**src/rtl/uart_blk_pkg.sv**
```systemverilog
// Shared types, error codes and helper functions for the UART block receiver.
package uart_blk_pkg;

  // Block-level FSM states
  typedef enum logic [2:0] {
    ST_IDLE = 3'd0,
    ST_COM  = 3'd1,
    ST_ADR  = 3'd2,
    ST_LEN  = 3'd3,
    ST_DAT  = 3'd4,
    ST_CRC  = 3'd5
  } blk_state_t;

  // Byte receiver states
  typedef enum logic [1:0] {
    RX_IDLE  = 2'd0,
    RX_START = 2'd1,
    RX_DATA  = 2'd2,
    RX_STOP  = 2'd3
  } rx_state_t;

  // Cause codes reported on err_code
  localparam logic [1:0] ERR_NONE    = 2'd0;
  localparam logic [1:0] ERR_FRAME   = 2'd1;
  localparam logic [1:0] ERR_TIMEOUT = 2'd2;
  localparam logic [1:0] ERR_CRC     = 2'd3;

  // Clock cycles per bit, rounded to nearest
  function automatic int calc_bit_div(input int clk_hz, input int baud);
    return (clk_hz + baud / 2) / baud;
  endfunction

  // One byte of CRC-8, MSB first, bit-serial form
  function automatic logic [7:0] crc8_step(input logic [7:0] crc,
                                           input logic [7:0] dat,
                                           input logic [7:0] poly);
    logic [7:0] c;
    logic       fb;
    c = crc;
    for (int i = 7; i >= 0; i--) begin
      fb = c[7] ^ dat[i];
      c  = {c[6:0], 1'b0} ^ (fb ? poly : 8'h00);
    end
    return c;
  endfunction

endpackage

```
**src/rtl/uart_blk_rx_byte.sv**
```systemverilog
// UART byte receiver: 2-FF synchroniser, start detection with false-start
// rejection, centre sampling of 8 data bits (LSB first) and the stop bit.
module uart_byte_rx
  import uart_blk_pkg::*;
#(
  parameter int BIT_DIV = 434
) (
  input  logic       i_clk,
  input  logic       i_rst,
  input  logic       i_rxd,
  output logic       o_ce_bit,
  output logic       o_active,
  output logic       o_start,
  output logic       o_byte_ok,
  output logic       o_byte_ferr,
  output logic [7:0] o_byte_dat
);

  localparam int            CW      = $clog2(BIT_DIV);
  localparam logic [CW-1:0] HALF_M1 = CW'(BIT_DIV / 2 - 1);
  localparam logic [CW-1:0] FULL_M1 = CW'(BIT_DIV - 1);

  logic [1:0]    r_sync;
  logic          r_prev;
  rx_state_t     r_st;
  logic [CW-1:0] r_cnt;
  logic [2:0]    r_bit;
  logic [7:0]    r_sh;

  logic w_line;
  logic w_fall;

  assign w_line     = r_sync[1];
  assign w_fall     = r_prev & ~w_line;
  // Start is visible combinationally so the block timeout can yield to it
  assign o_start    = (r_st == RX_IDLE) & w_fall;
  assign o_active   = (r_st != RX_IDLE);
  assign o_byte_dat = r_sh;

  // Synchronise rxd and remember the previous synced level (reset to idle-high)
  always_ff @(posedge i_clk) begin
    if (i_rst) begin
      r_sync <= 2'b11;
      r_prev <= 1'b1;
    end else begin
      r_sync <= {r_sync[0], i_rxd};
      r_prev <= w_line;
    end
  end

  // Bit timing: half-bit start check, then full-bit steps to each centre
  always_ff @(posedge i_clk) begin
    if (i_rst) begin
      r_st        <= RX_IDLE;
      r_cnt       <= '0;
      r_bit       <= 3'd0;
      r_sh        <= 8'h00;
      o_ce_bit    <= 1'b0;
      o_byte_ok   <= 1'b0;
      o_byte_ferr <= 1'b0;
    end else begin
      o_ce_bit    <= 1'b0;
      o_byte_ok   <= 1'b0;
      o_byte_ferr <= 1'b0;
      case (r_st)
        RX_IDLE: begin
          r_cnt <= '0;
          if (w_fall) begin
            r_st <= RX_START;
          end
        end
        RX_START: begin
          if (r_cnt == HALF_M1) begin
            r_cnt <= '0;
            r_bit <= 3'd0;
            // A line already back high at the start centre was a glitch
            r_st  <= w_line ? RX_IDLE : RX_DATA;
          end else begin
            r_cnt <= r_cnt + CW'(1);
          end
        end
        RX_DATA: begin
          if (r_cnt == FULL_M1) begin
            r_cnt    <= '0;
            o_ce_bit <= 1'b1;
            r_sh     <= {w_line, r_sh[7:1]};
            if (r_bit == 3'd7) begin
              r_st <= RX_STOP;
            end else begin
              r_bit <= r_bit + 3'd1;
            end
          end else begin
            r_cnt <= r_cnt + CW'(1);
          end
        end
        RX_STOP: begin
          if (r_cnt == FULL_M1) begin
            r_cnt       <= '0;
            o_ce_bit    <= 1'b1;
            r_st        <= RX_IDLE;
            o_byte_ok   <= w_line;
            o_byte_ferr <= ~w_line;
          end else begin
            r_cnt <= r_cnt + CW'(1);
          end
        end
        default: begin
          r_st <= RX_IDLE;
        end
      endcase
    end
  end

endmodule

```
**src/rtl/uart_blk_rx.sv**
```systemverilog
// UART block receiver: parses LBL/COM/ADR/LEN/data/CRC8 frames, emits one
// write strobe per data byte with an auto-incremented address and reports
// each block as a one-cycle ok or error pulse with a cause code.
module uart_blk_rx
  import uart_blk_pkg::*;
#(
  parameter int         CLK_HZ   = 50_000_000,
  parameter int         BAUD     = 115200,
  parameter int         ADR_W    = 16,
  parameter int         MAX_LEN  = 255,
  parameter logic [7:0] LBL      = 8'hA5,
  parameter logic [7:0] CRC_POLY = 8'h07,
  parameter int         GAP_BITS = 40
) (
  input  logic             clk,
  input  logic             rst,
  input  logic             rxd,
  output logic             ce_bit,
  output logic             ce_wr_dat,
  output logic [7:0]       rx_dat,
  output logic [ADR_W-1:0] wr_adr,
  output logic [7:0]       com,
  output logic [7:0]       rx_lbl,
  output logic             busy,
  output logic             ok_rx_bl,
  output logic             err_rx_bl,
  output logic [1:0]       err_code
);

  localparam int BIT_DIV   = calc_bit_div(CLK_HZ, BAUD);
  // Gap measured from the stop-bit centre, so add the half bit to its end
  localparam int GAP_LIM   = GAP_BITS * BIT_DIV + BIT_DIV / 2;
  localparam int GW        = $clog2(GAP_LIM + 1);
  localparam int ADR_BYTES = ADR_W / 8;

  logic             w_active;
  logic             w_start;
  logic             w_byte_ok;
  logic             w_byte_ferr;
  logic [7:0]       w_byte_dat;
  logic             w_timeout;

  blk_state_t       r_state;
  logic [ADR_W-1:0] r_adr;
  logic [1:0]       r_bcnt;
  logic [7:0]       r_len;
  logic [7:0]       r_idx;
  logic [7:0]       r_crc;
  logic [GW-1:0]    r_gap;

  uart_byte_rx #(
    .BIT_DIV (BIT_DIV)
  ) u_byte_rx (
    .i_clk       (clk),
    .i_rst       (rst),
    .i_rxd       (rxd),
    .o_ce_bit    (ce_bit),
    .o_active    (w_active),
    .o_start     (w_start),
    .o_byte_ok   (w_byte_ok),
    .o_byte_ferr (w_byte_ferr),
    .o_byte_dat  (w_byte_dat)
  );

  // A start detected in the expiry cycle cancels the timeout
  assign w_timeout = (r_state != ST_IDLE) && !w_active && !w_start &&
                     !w_byte_ok && !w_byte_ferr &&
                     (r_gap == GW'(GAP_LIM - 1));

  // Inter-byte gap counter: runs only while a block is open and the line is idle
  always_ff @(posedge clk) begin
    if (rst) begin
      r_gap <= '0;
    end else if ((r_state == ST_IDLE) || w_active || w_start ||
                 w_byte_ok || w_byte_ferr) begin
      r_gap <= '0;
    end else begin
      r_gap <= r_gap + GW'(1);
    end
  end

  // Block FSM: field parsing, address counting, CRC and result reporting
  always_ff @(posedge clk) begin
    if (rst) begin
      r_state   <= ST_IDLE;
      r_adr     <= '0;
      r_bcnt    <= 2'd0;
      r_len     <= 8'h00;
      r_idx     <= 8'h00;
      r_crc     <= 8'h00;
      ce_wr_dat <= 1'b0;
      rx_dat    <= 8'h00;
      wr_adr    <= '0;
      com       <= 8'h00;
      rx_lbl    <= 8'h00;
      busy      <= 1'b0;
      ok_rx_bl  <= 1'b0;
      err_rx_bl <= 1'b0;
      err_code  <= ERR_NONE;
    end else begin
      ce_wr_dat <= 1'b0;
      ok_rx_bl  <= 1'b0;
      err_rx_bl <= 1'b0;
      if ((r_state != ST_IDLE) && w_byte_ferr) begin
        err_rx_bl <= 1'b1;
        err_code  <= ERR_FRAME;
        busy      <= 1'b0;
        r_state   <= ST_IDLE;
      end else if (w_timeout) begin
        err_rx_bl <= 1'b1;
        err_code  <= ERR_TIMEOUT;
        busy      <= 1'b0;
        r_state   <= ST_IDLE;
      end else if (w_byte_ok) begin
        case (r_state)
          ST_IDLE: begin
            if (w_byte_dat == LBL) begin
              rx_lbl  <= w_byte_dat;
              busy    <= 1'b1;
              r_state <= ST_COM;
            end
          end
          ST_COM: begin
            com     <= w_byte_dat;
            r_crc   <= crc8_step(8'h00, w_byte_dat, CRC_POLY);
            r_bcnt  <= 2'd0;
            r_state <= ST_ADR;
          end
          ST_ADR: begin
            // Shifting in ADR_BYTES bytes fully replaces the previous address
            r_adr  <= (r_adr << 4'd8) | ADR_W'(w_byte_dat);
            r_crc  <= crc8_step(r_crc, w_byte_dat, CRC_POLY);
            r_bcnt <= r_bcnt + 2'd1;
            if (r_bcnt == 2'(ADR_BYTES - 1)) begin
              r_state <= ST_LEN;
            end
          end
          ST_LEN: begin
            r_crc <= crc8_step(r_crc, w_byte_dat, CRC_POLY);
            r_len <= w_byte_dat;
            r_idx <= 8'h00;
            if (w_byte_dat == 8'h00) begin
              r_state <= ST_CRC;
            end else if ({24'd0, w_byte_dat} > 32'(MAX_LEN)) begin
              err_rx_bl <= 1'b1;
              err_code  <= ERR_CRC;
              busy      <= 1'b0;
              r_state   <= ST_IDLE;
            end else begin
              r_state <= ST_DAT;
            end
          end
          ST_DAT: begin
            ce_wr_dat <= 1'b1;
            rx_dat    <= w_byte_dat;
            wr_adr    <= r_adr;
            r_adr     <= r_adr + ADR_W'(1);
            r_crc     <= crc8_step(r_crc, w_byte_dat, CRC_POLY);
            r_idx     <= r_idx + 8'd1;
            if (r_idx == (r_len - 8'd1)) begin
              r_state <= ST_CRC;
            end
          end
          ST_CRC: begin
            if (w_byte_dat == r_crc) begin
              ok_rx_bl <= 1'b1;
            end else begin
              err_rx_bl <= 1'b1;
              err_code  <= ERR_CRC;
            end
            busy    <= 1'b0;
            r_state <= ST_IDLE;
          end
          default: begin
            busy    <= 1'b0;
            r_state <= ST_IDLE;
          end
        endcase
      end
    end
  end

endmodule

```
**config.mk**
```make
export PLATFORM = sky130hd
export DESIGN_NAME = uart_blk_rx
export DESIGN_NICKNAME = d
export VERILOG_FILES = /design/src/rtl/uart_blk_pkg.sv /design/src/rtl/uart_blk_rx_byte.sv /design/src/rtl/uart_blk_rx.sv
export SDC_FILE = /design/constraint.sdc
export NUM_CORES = 1
export LEC_CHECK = 0
export CAP_MARGIN = 10
export CORE_AREA = 4 4 159 130
export DETAILED_ROUTE_END_ITERATION = 8
export DIE_AREA = 0 0 163 134
export GPL_TIMING_DRIVEN = 0
export PLACE_DENSITY_LB_ADDON = 0.08
export SYNTH_ARGS = -nofsm -noshare
export SYNTH_HDL_FRONTEND = slang
export SYNTH_SLANG_ARGS = --single-unit
```
**constraint.sdc**
```tcl
create_clock -name clk -period 1.9 [get_ports clk]
set_input_delay 0.38 -clock clk [delete_from_list [all_inputs] [get_ports clk]]
set_output_delay 0.38 -clock clk [all_outputs]
set_load 0.005 [all_outputs]
```
# Yosys cells after proc, flatten, opt, wreduce, memory -nomap -nowiden
# Cells that the tools add are included.
# Widths: inputs -> output; s select.
# word_totals
ff_bits	134
inputBits	3
# classes
n_addsub	7
eq_ne	27
n_mux	54
bitwise	42
n_reduce_logical	53
# ops
op	n
$xor 8x3->8	11
$mux 3	22
$reduce_and 4->1	9
$pmux 16 s2	1
$pmux 8 s2	2
$pmux 9 s3	1
$mux 2	10
$mux 9	2
$add 16x1->16 const B	1
$eq 8x8->1	2
$or 16x8->16	1
$reduce_bool 2->1	8
$add 15x1->15 const B	1
$eq 15x15->1 const B	1
$pmux 3 s5	1
$ne 2x1->1 const B	6
$mux 1	11
$reduce_and 5->1	2
$xor 1x1->1	10
$add 9x1->9 const B	1
$eq 3x3->1 const B	3
$eq 9x8->1 const B	1
$eq 9x9->1 const B	1
$not 1->1	9
other kinds (34)	66

# Depth between registers and ports, before layout
# Gate-level depths: netlist (run 1).
# logic_depth
depth_word	25
ltp_mapped	9
ltp_nobuf	8

# By module
# A second synthesis (run 1) with hierarchy kept.
# unflattened
hier_cells	772
hier_area_um2	6536.3
# modules_own_cells
module	n_inst	cells_per_inst	area_per_inst_um2
uart_blk_rx	1	650	5347.6
uart_byte_rx	1	122	1188.6

# Worst setup path before layout (run 1)
# Ideal clock, no wire load.
# synth_timing
path_kind	reg2reg
from	register u_byte_rx.r_cnt[0]
to	register u_byte_rx.r_bit[0]
setup_ps	128
t_arrival_ps	1787
required_ps	1772
path_slack_ps	-14
stages_incl_launch_ff	8
n_path_buf	0
period_less_slack_ps	1914
path_cell_list	dfxtp_1 ha_1 nand4bb_1 or3_4 or3_1 a21oi_2 mux2i_1 nor2_1
# synth_between
elab_chain_len	3
# synth_rtl
item	line_no	source
from (decl)	uart_blk_rx_byte.sv:26	logic [CW-1:0] r_cnt;
from (signal assigned)	uart_blk_rx_byte.sv:79	r_cnt <= r_cnt + CW'(1);
from (signal assigned)	uart_blk_rx_byte.sv:93	r_cnt <= r_cnt + CW'(1);
from (signal assigned)	uart_blk_rx_byte.sv:104	r_cnt <= r_cnt + CW'(1);
$eq 9x9->1 or $eq 9x8->1 (tied branches)	uart_blk_rx_byte.sv:83, uart_blk_rx_byte.sv:73	
$ne 2x1->1 (no line)	--	
$reduce_and 4->1 (no line) *	--	
to (signal assigned)	uart_blk_rx_byte.sv:90	r_bit <= r_bit + 3'd1;
to (decl)	uart_blk_rx_byte.sv:27	logic [2:0] r_bit;
# Every way passes the cells marked *; elsewhere a longest branch is shown, timed or not.
# A chain may end at the register's enable or synchronous reset.

# Worst setup path after layout (run 1)
# layout_timing
from	register u_byte_rx.r_cnt[1]
to	register u_byte_rx.r_bit[2]
# Same word-level chain as after synthesis.

==> results.toml, run 1 <==
[hold_path]
hold_path.class = "reg -> reg"
worstHoldPathCells = 1
worstHoldStart = "u_byte_rx.r_sync[0]"
holdPathEnd = "u_byte_rx.r_sync[1]"

[logic_synthesis]
postSynthAreaPerCell_um2 = 8.11
synth_top_family_by_area = "simple AND/OR/NAND/NOR gates"
synth_adder_area_share_pct = 3.78
muxShareOfSynthArea_pct = 2.12
syn_inst = 815
synthArstFlopShare_pct = 0
synth_edf_count = 0
synth_nets = 838
yosysTopAreaCellShare_pct = 40.6
synthFlopType = "dfxtp_1"
synth_xor_area_share_pct = 8.93
synth_compound_area_share_pct = 14.2
synth-seq-cells = 134
synth_area_leaders = "dfxtp_1 41%, a21oi_1 6.4%, nand2_1 6.2%"
synth-simple-area-share_pct = 25.1
ys_warn_count = 0
yosys.area.top_type = "dfxtp_1"
netlist_area_um2 = 6610
ys_seq_area_share_pct = 40.6
synth_cell_types = 64

[timing]
finalSetupTns_ps = -84.3
drv_slew = 0
worstMarginPinSlew_ps = 800
hold_violations = 0
finalCritPeriodShare_pct = 102
fin_crit_ps = 1930
finalClockSkew_ps = 26.5
max_freq_mhz = 517
finalWorstSetupSlack_ps = -32.7
setup_viol = 3
rsz0062_at_grt = "true"
slew_headroom_pct = 46.7

[clock_network]
cts_root_buf = "clkbuf_16"
cts_sinks = 134
cts_buffer_depth = 2
ctsHoldBuffers = 0
clock_latency_ps = 440
cts_buffers = 17
cts_tree = "done"
htreeDepth = 4
path_clk_slew_ps = 60

[pwr]
switchingPower_uw = 1400
seq_power_share_pct = 42.6
switching_share_pct = 21.0
leakage_uw = 0.00300
powerDensity_nw_per_um2 = 759
peakVddDrop_mv = 0.513
combinationalPowerShare_pct = 2.7
power.share.clock_pct = 54.8
internal-power_uw = 5280

[place]
place_congestion = 0.875
place_area_um2 = 7420
pre_cts_slack_ps = -878
dp_hpwl_um = 13400
io_buffers = 48
dp_cells = 1121

[critical_path]
worstPathRequired_ps = 2210
cp-start-kind = "flip-flop"
endpoint_kind = "flip-flop"
crit_family = "simple AND/OR/NAND/NOR gates"
crit_chain = "inv_2 > ha_4 > nand4bb_1 > or3_4 > or3_4 > a21oi_4 > mux2i_1 > nor2_1"
cp_num_buf_inv = 1
timing.reg2reg.setup_slack_ps = -30
r2r_end = "u_byte_rx.r_bit[2]"
critical_path_class = "reg -> reg"
startpoint = "u_byte_rx.r_cnt[1]"
worstPathArrival_ps = 2250
r2r_cells = 8
cp_max_fo = 3
crit_path_top_delay_cell = "or3_4"
max_stage_delay_ps = 380
rr_startpoint = "u_byte_rx.r_cnt[1]"
crit_top_cell = "or3_4"

[routing]
ant_nets = 0
vias = 6100
detail_route.wirelength_um = 19400
drc = 0
wl_per_cell_um = 16.4
drt-initial-drc-count = 592
vias_per_cell = 5.14
drt_pre_antenna_iters = 5

[job]
maxCapViolCount = 0

[status]
failed_checks = "setup timing"
status = "complete, but fails checks"

[grt]
grt_overflow = 0
grt_max_degree = 17
first_global_vias = 5735
grt_pass1_wl_um = 30600
track_usage_pct = 17.6
antenna_found_initial = 0

[floorplanning]
core_area_um2 = 18900
die_w_um = 163
die_y_um = 134
fp-row-count = 45
start_util_pct = 35.0
ios = 50
dieArea_um2 = 21800

[layout]
area_growth_pct = 33.1
fin_nets = 939
drive_gt1_share_pct = 19.6
design_area_um2 = 8800
num_antenna_cells = 0
instances_no_fill = 1186
power by group through the flow:
stage | clock network [µW] | registers (µW) | logic (µW)
after floorplan | 0 | 2900 | 105
after global placement | 0 | 2900 | 151
after detailed placement | 0 | 2900 | 154
after CTS | 3740 | 2840 | 171
after global routing | 3850 | 2850 | 198
final | 3660 | 2840 | 179
sequential cells by signal (all words and copies together), names as in the netlist, 3 cells and up, named ones only:
name and cells:
u_byte_rx.r_bit 3, wr_adr 16, r_gap 15, u_byte_rx.r_cnt 9
r_crc 8, r_idx 8, r_adr 16, rx_dat 8
r_state 3, com 8, u_byte_rx.o_byte_dat 8, rx_lbl 8
r_len 8
cell families (layout without fill, tap and decap cells):
family                     Yosys count  after routing
buffers and inverters               78            191
and+or+nand+nor                    348            348
xor gates and xnor gates            62             62
adders and majority gates           20             20
AOI/OAI and AO/OA                  159            159
DFF                                134            134
muxes                               14             14
metrics by stage:
stage | hold WS, ps | utilization [%] | total power (µW)
final | 418 | 46.5 | 6680
after global routing | 440 | 46.5 | 6890
after CTS | 422 | 44.6 | 6760
after detailed placement | 402 | 39.2 | 3060
after global placement | 395 | 39.2 | 3050
after floorplan | 389 | - | 3010
Yosys cell counts (3+ instances only):
| cell | n |
|---|---|
| buf_2 | 15 |
| or2_2 | 8 |
| nand3b_1 | 3 |
| o22ai_1 | 6 |
| nor2_1 | 105 |
| mux2i_1 | 14 |
| a22oi_1 | 4 |
| xor2_1 | 25 |
| nand4_1 | 16 |
| nand2_1 | 110 |
| and4_1 | 3 |
| o21ai_0 | 22 |
| xnor2_1 | 33 |
| inv_1 | 24 |
| o32ai_1 | 3 |
| and3_1 | 8 |
| or3_1 | 8 |
| nand2b_1 | 12 |
| dfxtp_1 | 134 |
| nor3_1 | 14 |
| a21oi_1 | 84 |
| ha_1 | 20 |
| nand4b_1 | 3 |
| nor2b_1 | 3 |
| nor3b_1 | 5 |
| clkbuf_1 | 31 |
| a211oi_1 | 18 |
| nand3_1 | 28 |
| nor4_1 | 8 |
| buf_4 | 3 |
| buf_6 | 4 |
routing by layer:
layer,vias up,part of all wire (%),wire (µm),GRT usage (%)
met5,-,0,0,0
met4,0,0.95,184,5.08
met3,15,6.3,1230,3.87
met2,170,43,8360,25.8
met1,2908,50,9620,26.1
li1,3007,-,-,-
final cells by class:
type	instances	area, µm²
timing repair buffer	90	821
clock inverter	12	199
fill	1881	10100
multi-input combinational	603	3910
buffer	46	317
tap	258	323
clock buffer	19	453
inverter	24	92.6
sequential	134	2690
what timing repair did:
| action | in CTS | in global routing |
|---|---|---|
| resized for setup | 56 | 65 |
| pin swaps | 8 | 23 |
| endpoints found under the hold margin | 0 | 0 |
| endpoints found under the setup margin | 104 | 94 |
| buffers inserted | 20 | 23 |
| cloned | 0 | 1 |
cells in the final DEF (no fill, tap or decap), types with 4 or more instances in the layout:
master | synthesis | final
dfxtp_1 | 134 | 125
nand2_1 | 110 | 110
nor2_1 | 105 | 102
a21oi_1 | 84 | 80
clkdlybuf4s50_1 | 0 | 48
buf_4 | 3 | 47
nand3_1 | 28 | 28
xnor2_1 | 33 | 27
xor2_1 | 25 | 23
o21ai_0 | 22 | 20
inv_1 | 24 | 17
ha_1 | 20 | 17
clkbuf_16 | 0 | 17
nand4_1 | 16 | 16
a211oi_1 | 18 | 15
mux2i_1 | 14 | 14
clkbuf_1 | 31 | 13
buf_6 | 4 | 11
nand2b_1 | 12 | 11
nor3_1 | 14 | 11
dfxtp_2 | 0 | 9
and3_1 | 8 | 8
clkbuf_2 | 0 | 8
nor4_1 | 8 | 8
or2_2 | 8 | 7
inv_2 | 0 | 6
xnor2_2 | 2 | 6
o22ai_1 | 6 | 6
or3_4 | 1 | 5
bufinv_16 | 0 | 5
or3_1 | 8 | 4
nor3_4 | 1 | 4
a21oi_2 | 2 | 4
nor3b_1 | 5 | 4
a22oi_1 | 4 | 4
worst max path at each step:
stage	slack [ps]	endpoint	cells past startpoint
final	-30	u_byte_rx.r_bit[2]	8
after global routing	-150	u_byte_rx.r_bit[2]	8
after CTS	-60	u_byte_rx.r_bit[2]	8
after detailed placement	-880	rx_dat[3]	6
after global placement	-880	wr_adr[15]	6
after floorplan	20	u_byte_rx.r_bit[0]	8
worst reg2reg max path, delay by kind of cell (launching register included):
kind | cells | cell delay (ps)
buf+inv | 1 | 70
mux | 1 | 210
fa+ha+maj | 1 | 120
compound gates | 1 | 190
flops | 1 | 320
simple gates | 4 | 920
No activity file was read; power rests on OpenSTA's default activity.
==> run 2, diff against run 1 <==
ABC_CLOCK_PERIOD_IN_PS = 1900   (was default)
GPL_ROUTABILITY_DRIVEN = 1   (was default)
==> results of run 2 <==
The final DEF is identical to that of run 1; final timing and power are the same.
